## src/rtl/mem_arbiter.sv

```systemverilog
// Shares one single-ported, fixed-latency memory between the fetch (I) and data (D) sides.
// D has priority; a one-deep Starve flag guarantees the next grant to a waiting fetch.
module mem_arbiter #(
    parameter int LATENCY = 2
) (
    input  logic        clk,
    input  logic        rst,
    input  logic        IReq,
    input  logic [15:0] IAddr,
    output logic        IStall,
    output logic        IDone,
    output logic [15:0] IData,
    input  logic        DReq,
    input  logic        DWrite,
    input  logic        DDump,
    input  logic [15:0] DAddr,
    input  logic [15:0] DWriteData,
    output logic        DStall,
    output logic        DDone,
    output logic [15:0] DData,
    output logic        Err,
    output logic        MemEn,
    output logic        MemWr,
    output logic        MemDump,
    output logic [15:0] MemAddr,
    output logic [15:0] MemDataIn,
    input  logic [15:0] MemDataOut,
    output logic [1:0]  dbgState
);

    typedef enum logic [1:0] {IDLE = 2'd0, IBUSY = 2'd1, DBUSY = 2'd2} state_t;

    localparam logic [2:0] LAT = 3'(LATENCY);

    state_t      state, stateNext;
    logic [2:0]  cnt, cntNext;
    logic        starve, starveNext;
    logic [15:0] capAddr, capData;
    logic        capWr, capDump;
    logic        grantI, grantD, atEnd;

    // Handshake: a requester raises xReq with stable fields and holds it until the
    // one-cycle xDone pulse; fields are sampled only at the grant edge, and
    // xStall = xReq & ~xDone tells the pipeline stage to hold meanwhile.
    assign grantI = (state == IDLE) && IReq && (starve || !DReq);
    assign grantD = (state == IDLE) && DReq && !grantI;
    assign atEnd  = (state != IDLE) && (cnt == LAT);

    always_ff @(posedge clk) begin
        if (rst) begin
            state   <= IDLE;
            cnt     <= 3'd0;
            starve  <= 1'b0;
            capAddr <= 16'h0000;
            capData <= 16'h0000;
            capWr   <= 1'b0;
            capDump <= 1'b0;
        end else begin
            state  <= stateNext;
            cnt    <= cntNext;
            starve <= starveNext;
            if (grantI || grantD) begin
                capAddr <= grantI ? IAddr : DAddr;
                capData <= grantD ? DWriteData : 16'h0000;
                capWr   <= grantD && DWrite;
                capDump <= grantD && DDump;
            end
        end
    end

    always_comb begin
        stateNext  = state;
        cntNext    = cnt;
        starveNext = starve;
        case (state)
            IDLE: begin
                if (grantI) begin
                    stateNext  = IBUSY;
                    cntNext    = 3'd0;
                    starveNext = 1'b0;
                end else if (grantD) begin
                    stateNext = DBUSY;
                    cntNext   = 3'd0;
                    // Fetch was refused this cycle, so it owns the next grant.
                    if (IReq) starveNext = 1'b1;
                end
            end
            default: begin
                if (atEnd) begin
                    stateNext = IDLE;
                    cntNext   = 3'd0;
                end else begin
                    cntNext = cnt + 3'd1;
                end
            end
        endcase
    end

    assign MemEn     = (state != IDLE) && (cnt == 3'd0);
    assign MemWr     = MemEn && capWr;
    assign MemDump   = MemEn && capDump;
    assign MemAddr   = capAddr;
    assign MemDataIn = capData;

    assign IDone  = atEnd && (state == IBUSY);
    assign DDone  = atEnd && (state == DBUSY);
    assign IData  = IDone ? MemDataOut : 16'h0000;
    assign DData  = DDone ? MemDataOut : 16'h0000;
    assign Err    = atEnd && capAddr[0];
    assign IStall = IReq && !IDone;
    assign DStall = DReq && !DDone;

    assign dbgState = state;

endmodule
```

## config.mk

```make
export PLATFORM = sky130hd
export DESIGN_NAME = mem_arbiter
export DESIGN_NICKNAME = d
export VERILOG_FILES = /design/src/rtl/mem_arbiter.sv
export SDC_FILE = /design/constraint.sdc
export NUM_CORES = 1
export LEC_CHECK = 0
export ABC_AREA = 1
export BUFFER_PORTS_ARGS = -buffer_cell sky130_fd_sc_hd__buf_2
export CAP_MARGIN = 10
export CORE_MARGIN = 5
export CORE_UTILIZATION = 42
export CTS_CLUSTER_SIZE = 40
export DETAILED_ROUTE_END_ITERATION = 10
export GPL_TIMING_DRIVEN = 0
export PLACE_DENSITY_LB_ADDON = 0.05
export SLEW_MARGIN = 20
export SYNTH_ARGS = -nofsm -noshare
export SYNTH_HDL_FRONTEND = slang
export SYNTH_SLANG_ARGS = --single-unit
```

## constraint.sdc

```tcl
create_clock -name clk -period 1.8 [get_ports clk]
set_clock_uncertainty 0.15 [all_clocks]
set_input_delay 0.36 -clock clk [delete_from_list [all_inputs] [get_ports clk]]
set_output_delay 0.36 -clock clk [all_outputs]
set_load 0.03 [all_outputs]
```

# ---- After elaboration in Yosys (flattened, before gate mapping)
# Cells that the tools add are included.
# W data, S select, Z words.
dict set report op_classes {
  addsub 1
  n_eq_ne 4
  n_mux 15
  n_reduce_logical 29
}
# cell count
set op_table {}
lappend op_table {{$mux W16} 4}
lappend op_table {{$logic_and A1 B1 Y1} 15}
lappend op_table {{$mux W3} 4}
lappend op_table {{$mux W2} 4}
lappend op_table {{$reduce_bool A2 Y1} 4}
lappend op_table {{$logic_not A1 Y1} 4}
lappend op_table {{$add A3 B1 Y3 const B} 1}
lappend op_table {{$eq A3 B2 Y1 const B} 1}
lappend op_table {{$logic_not A3 Y1} 1}
lappend op_table {{$mux W1} 3}
lappend op_table {{$ne A3 B3 Y1 const B} 1}
lappend op_table {{$reduce_and A3 Y1} 1}
lappend op_table {{$eq A2 B1 Y1 const B} 1}
lappend op_table {{$eq A2 B2 Y1 const B} 1}
lappend op_table {{$logic_not A2 Y1} 1}
lappend op_table {{$logic_or A1 B1 Y1} 2}
lappend op_table {{$reduce_and A2 Y1} 1}
dict set report word_totals {
  regBits 40
  inputBits 70
  out_inout_bits 74
  word_cells 56
}

# ---- Logic depth before layout (Yosys ltp)
# Gate-level depths: netlist (run 1).
dict set report logic_depth {
  depth_word 8
  ltp_mapped 8
  depth_no_buf 7
}

# ---- Least setup slack after synthesis (run 1)
# Ideal clock, no wire load.
dict set report synth_path {
  path_type {register to output}
  from {register state[0], in the netlist dbgState[0]}
  to {output DData[14]}
  arrival_time_ps 1706
  required_ps 1290
  setup_slack_ps -416
  stages_incl_launch_ff 8
  path_buffers 1
  cell_sequence {dfxtp_1 nor2_4 inv_6 nand3_4 inv_4 nand3_4 buf_6 nor2_1}
}
dict set report synth_between {
  elab_chain_cells 4
  elab_cells_between_ends 5
  classes_between {1 x eq/ne; 1 x mux; 3 x reduce/logical}
}
# item line
set synth_lines {}
lappend synth_lines {{from (decl)} 35} ;# state_t state, stateNext;
lappend synth_lines {{from (signal assigned)} 59} ;# state <= stateNext;
lappend synth_lines {{$reduce_bool A2 Y1} 47} ;# assign atEnd = (state != IDLE) && (cnt == LAT);
lappend synth_lines {{$logic_and A1 B1 Y1} 47}
lappend synth_lines {{$logic_and A1 B1 Y1 *} 106} ;# assign DDone = atEnd && (state == DBUSY);
lappend synth_lines {{$mux W16 *} 108} ;# assign DData = DDone ? MemDataOut : 16'h0000;
lappend synth_lines {{to (decl)} 20} ;# output logic [15:0] DData,
# Mark *: on every way between the ends. The rest lies on a longest branch, timed or not.

# ---- Final worst setup path (run 1)
dict set report layout_path {
  from {register cnt[0]}
  to {output DData[8]}
}
dict set report layout_between {
  elab_chain_cells 4
}
# item line
set layout_lines {}
lappend layout_lines {{from (decl)} 36} ;# logic [2:0] cnt, cntNext;
lappend layout_lines {{from (signal assigned)} 60} ;# cnt <= cntNext;
lappend layout_lines {{$eq A3 B2 Y1} 47}
lappend layout_lines {{$logic_and A1 B1 Y1} 47}
lappend layout_lines {{$logic_and A1 B1 Y1} 106}
lappend layout_lines {{$mux W16} 108}
# Every way passes these cells.

==> metrics.yaml, run 1 <==
syn_nets: 399
status: "complete, but fails checks"
numPortBuffers: 142
via_per_inst: 4.96
detail_route.iter0.violations: 157
fin_crit_ns: 2.12
multi_input_area_um2: 1260
grt_usage_pct: 23.1
syn_to_final_growth_pct: 72.3
regArea_um2: 813
htreeDepth: 2
drc: 0
dp.cells: 538
internal-power_mw: 1.60
cap_violations: 0
p_leak_nw: 1.95
die_x_um: 82.5
ioPinCount: 144
via_count: 2795
worstHoldEndpoint: "MemDataIn[11]$_SDFFE_PP0P_"
antenna_found_initial: 0
r2r-start: "dbgState[0]$_SDFFE_PP0P_"
p_switching_mw: 0.942
die_area_um2: 6810
grt-ovfl-total: 0
cts_inserted_buffers: 5
worstMarginPinSlew_ns: 0.498
ys_seq_area_share_pct: 36.3
critPathKind: "reg2out"
place.gp.congestion: 0.786
cp.required_ns: 1.29
final_cells: 564
cp.arrival_ns: 1.61
holdCritStartpoint: "DWriteData[11]"
drv_slew: 0
synth_cell_type_count: 22
clockBufferDepth: 2
clock_latency_ns: 0.28
routedWlPerCell_um: 15.3
seqPwrFrac_pct: 40.4
ys_ff_latch: 40
clk_pin_slew_ns: 0.08
grt_max_degree: 12
final-hold-violation-count: 0
nets: 566
finalCritPeriodShare_pct: 118
setup_ws_ns: -0.324
cts-root-buf: "clkbuf_8"
power_mw: 2.54
drive_gt1_share_pct: 47.0
slew_headroom_pct: 66.8
fillers: 403
p_per_area_nw_per_um2: 667
start_kind: "register"
grt_pass1_wl_um: 12200
dp_hpwl_um: 5150
comb_power_share_pct: 35.9
min_path_cells: 3
clock-sinks: 40
crit_fanout: 7
fin_setup_tns_ns: -11.11
rsz0062_at_grt: "true"
drt_wl_total_um: 8620
first_pass_iters: 4
peakVddDrop_uv: 566
endpoint_kind: "output port"
finalSetupViolCount: 40
pwr-share-clk_pct: 23.7
fp.dieH_um: 82.5
rows: 26
diodes: 0
syn_avg_cell_area_um2: 6.77
hold_path.class: "in2reg"
violations: "negative setup slack"
synth_cells: 326
reg2reg_slack_ns: 0.24
grt_pass1_vias: 2616
hold_ws_ns: 0.184
r2r_end: "MemAddr[12]$_SDFFE_PP0P_"
max_freq_ghz: 0.471
ant_nets: 0
swShare_pct: 37.1
ys_warn_count: 0
syn-cell-area_um2: 2210
start_util_pct: 43.2
cts_tree: "yes"
coreArea_um2: 5110
ff2ff_path_depth: 8
synth_stat cells, drive strengths merged:
| cell | instances | area (um^2) |
|---|---|---|
| xor2 | 1 | 8.76 |
| o21ai | 1 | 8.76 |
| nor2 | 37 | 178 |
| inv | 65 | 251 |
| ha | 3 | 37.5 |
| clkbuf | 6 | 22.5 |
| nor3b | 1 | 7.51 |
| nand4 | 16 | 100 |
| nand3 | 44 | 270 |
| buf | 14 | 104 |
| nand2 | 57 | 214 |
| a21oi | 41 | 205 |
| dfxtp | 40 | 801 |
per-layer routing:
metal | vias to the layer above | share of wire [%] | global-route usage (%)
li1 | 1359 | - | -
met1 | 1267 | 37 | 26.7
met2 | 150 | 50 | 41.3
met3 | 19 | 11 | 6.40
met4 | 0 | 2.1 | 6.70
met5 | - | 0 | 0
critical path, stage by stage (launching register included):
cell     delay [ns]
dfxtp_2        0.33
inv_2          0.08
ha_4           0.14
nand3_4        0.08
inv_4          0.09
nand3_4        0.16
buf_8          0.20
nor2_2         0.10
buf_6          0.14
through the flow:
step,area [um^2],util [%],worst slack [ns]
after floorplan,2290,-,-0.0163
after global placement,3090,60.5,-0.171
after detailed placement,3090,60.5,-0.168
after CTS,3690,72.3,-0.270
after global routing,3800,74.5,-0.402
final,3800,74.5,-0.324
power by group through the flow:
| stage | sequential, mW | clock (mW) | combinational, mW |
|---|---|---|---|
| after global routing | 1.04 | 0.664 | 0.998 |
| final | 1.03 | 0.602 | 0.911 |
| after CTS | 1.02 | 0.618 | 0.883 |
| after floorplan | 1.20 | 0 | 0.416 |
| after global placement | 1.05 | 0 | 0.821 |
| after detailed placement | 1.05 | 0 | 0.834 |
state kept, by name (all words and copies together), names as in the netlist:
register and cells:
MemAddr 16, MemDataIn 16, capDump 1, capWr 1, cnt 3, dbgState 2
starve 1
what timing repair did:
item	CTS	global route
cloned	2	0
setup endpoints to repair	40	40
setup buffers	12	4
endpoints found under the hold margin	0	0
pin swaps	3	0
hold buffers	0	0
gates resized for setup	116	22
area by class of cell:
class / instances / area share [%]
Clock buffer: 8 / 2.37
Sequential cell: 40 / 21.4
Timing Repair Buffer: 160 / 30.3
Multi-Input combinational cell: 201 / 33.1
Buffer: 20 / 3.65
Tap cell: 70 / 2.30
Inverter: 65 / 6.87
how the worst max path moves through the flow:
stage	slack, ns	to	start	depth (start not counted)
after floorplan	-0.02	DData[0]	cnt[0]$_SDFFE_PP0P_	7
after global placement	-0.17	DData[14]	cnt[0]$_SDFFE_PP0P_	8
after detailed placement	-0.17	IData[14]	cnt[0]$_SDFFE_PP0P_	8
after CTS	-0.27	DData[14]	cnt[0]$_SDFFE_PP0P_	8
after global routing	-0.40	DData[8]	cnt[0]$_SDFFE_PP0P_	8
final	-0.32	DData[8]	cnt[0]$_SDFFE_PP0P_	8
cells in the final DEF (no fill, tap or decap), types with 8 or more instances in the layout:
master    Yosys  layout
buf_2         8     111
inv_1        62      58
nand2_1      57      56
buf_6         5      45
a21oi_1      41      41
nand3_1      40      40
dfxtp_1      40      36
nor2_4        1      31
nand4_1      16      16
buf_4         1      13
clkbuf_1      6       8
cells by family after synthesis:
| family | synth area share [%] |
|---|---|
| buffers and inverters | 17.1 |
| adder cells (fa/ha/maj) | 1.70 |
| AO/OA/AOI/OAI | 9.69 |
| XOR/XNOR | 0.397 |
| flip-flops | 36.3 |
| AND/OR/NAND/NOR | 34.8 |
Note: power is estimated with default switching activity, not from simulation.
==> run 2: changes to the inputs <==
- GPL_TIMING_DRIVEN: 0 -> default
==> metrics.yaml, run 2 (synthesis results as in run 1) <==
cp.required_ns: 1.29
die_x_um: 82.5
start_kind: "register"
drv_slew: 0
dp_hpwl_um: 4970
nets: 555
violations: "negative setup slack"
routedWlPerCell_um: 14.4
syn_to_final_growth_pct: 71.7
via_per_inst: 4.84
cts-root-buf: "clkbuf_8"
crit_fanout: 6
start_util_pct: 43.2
peakVddDrop_uv: 469
place.gp.congestion: 0.807
grt_pass1_wl_um: 11400
slowest_stage: "dfxtp_2"
cts_inserted_buffers: 5
status: "complete, but fails checks"
cp_slowest_stage_delay_ns: 0.33
p_leak_nw: 1.92
power_mw: 2.50
cap_violations: 0
clock_latency_ns: 0.29
ioPinCount: 144
clock-sinks: 40
numPortBuffers: 143
hold_buffers: 0
diodes: 0
p_per_area_nw_per_um2: 658
critPathKind: "reg2out"
hold_ws_ns: 0.175
final_common_cell: "buf_2"
endpoint_kind: "output port"
drive_gt1_share_pct: 47.8
fp.dieH_um: 82.5
post-route-util_pct: 74.2
slew_headroom_pct: 72.8
ant_nets: 0
coreArea_um2: 5110
drt_wl_total_um: 7970
cts_tree: "yes"
die_area_um2: 6810
fin_crit_ns: 2.10
grt_pass1_vias: 2471
clockBufferDepth: 2
max_freq_ghz: 0.477
hold_path.class: "in2reg"
cp_common_cell: "nand3_4"
antenna_found_initial: 0
rows: 26
worstMarginPinSlew_ns: 0.408
via_count: 2675
clk_pin_slew_ns: 0.08
final-hold-violation-count: 0
detail_route.iter0.violations: 110
htreeDepth: 2
first_pass_iters: 4
grt_usage_pct: 21.2
drc: 0
finalSetupViolCount: 40
finalCritPeriodShare_pct: 117
grt-ovfl-total: 0
crit_chain: "inv_2 > ha_4 > nand3_4 > inv_4 > nand3_4 > buf_16 > nor2_4 > buf_6"
cp.arrival_ns: 1.59
rsz0062_at_grt: "true"
final_cell_mix: "buf_2 (104), inv_1 (57), nand2_1 (55), buf_6 (42), a21oi_1 (41)"
grt_max_degree: 40
setup_ws_ns: -0.298
## run 2: changes by cell type in the layout (fill, tap and decap cells not counted), sizes merged
cell,previous run,this run
inv,63,64
clkbuf,14,6
buf,174,168
clkinvlp,0,2
## run 2: layout make-up
| class | instances | area [um^2] |
|---|---|---|
| clock inverters | 3 | 18.8 |
| fillers | 393 | 1320 |
| clock buffers | 5 | 68.8 |
| inverters | 65 | 259 |
| repair buffers | 169 | 1250 |
| well taps | 70 | 87.6 |
| flip-flops and latches | 40 | 811 |
| multi-input cells | 201 | 1300 |
## run 2: what timing repair did
action | CTS | global route
gates resized for setup | 111 | 28
pin swaps | 2 | 3
cloned | 1 | 1
endpoints found under the setup margin | 40 | 40
buffers inserted | 4 | 3
## run 2: path summary, 6_finish.rpt
check,slack (ns),cells after the start,start,to
worst max register to register,0.11,7,dbgState[0]$_SDFFE_PP0P_,MemAddr[0]$_SDFFE_PP0P_
worst max-delay path,-0.30,8,cnt[0]$_SDFFE_PP0P_,DData[7]
worst min-delay path,0.18,3,DWriteData[4],MemDataIn[4]$_SDFFE_PP0P_
worst min register to register,0.31,2,MemDataIn[5]$_SDFFE_PP0P_,MemDataIn[5]$_SDFFE_PP0P_
## run 2: report_power, final
part / total [mW] / internal, mW / switching, mW
clock network: 0.578 / 0.267 / 0.310
registers: 1.03 / 0.976 / 0.0492
logic: 0.893 / 0.298 / 0.594
## run 2: layer usage
| metal | GRT usage, % | routed length (um) | vias up | share of wire [%] |
|---|---|---|---|---|
| met5 | 0 | 0 | - | 0 |
| met4 | 6.21 | 161 | 0 | 2.0 |
| met3 | 5.64 | 780 | 17 | 9.8 |
| met2 | 37.9 | 4000 | 118 | 50 |
| met1 | 24.7 | 3030 | 1207 | 38 |
| li1 | - | - | 1333 | - |
## run 2: stage by stage
stage	instances	cell area, um^2	setup TNS (ns)	worst slack, ns
3_3_place_gp	536	3140	0	0.0218
5_1_grt	553	3790	-12.60	-0.382
3_5_place_dp	536	3140	-0.225	-0.0416
4_1_cts	549	3640	-8.62	-0.268
2_1_floorplan	326	2290	-0.310	-0.0163
6_report	553	3790	-9.61	-0.298
## run 2: worst max-delay path: cells and delay by family (launching register included)
| family | cells | cell delay (ns) |
|---|---|---|
| buf+inv | 4 | 0.49 |
| flops | 1 | 0.33 |
| simple gates | 3 | 0.32 |
| fa+ha+maj | 1 | 0.15 |
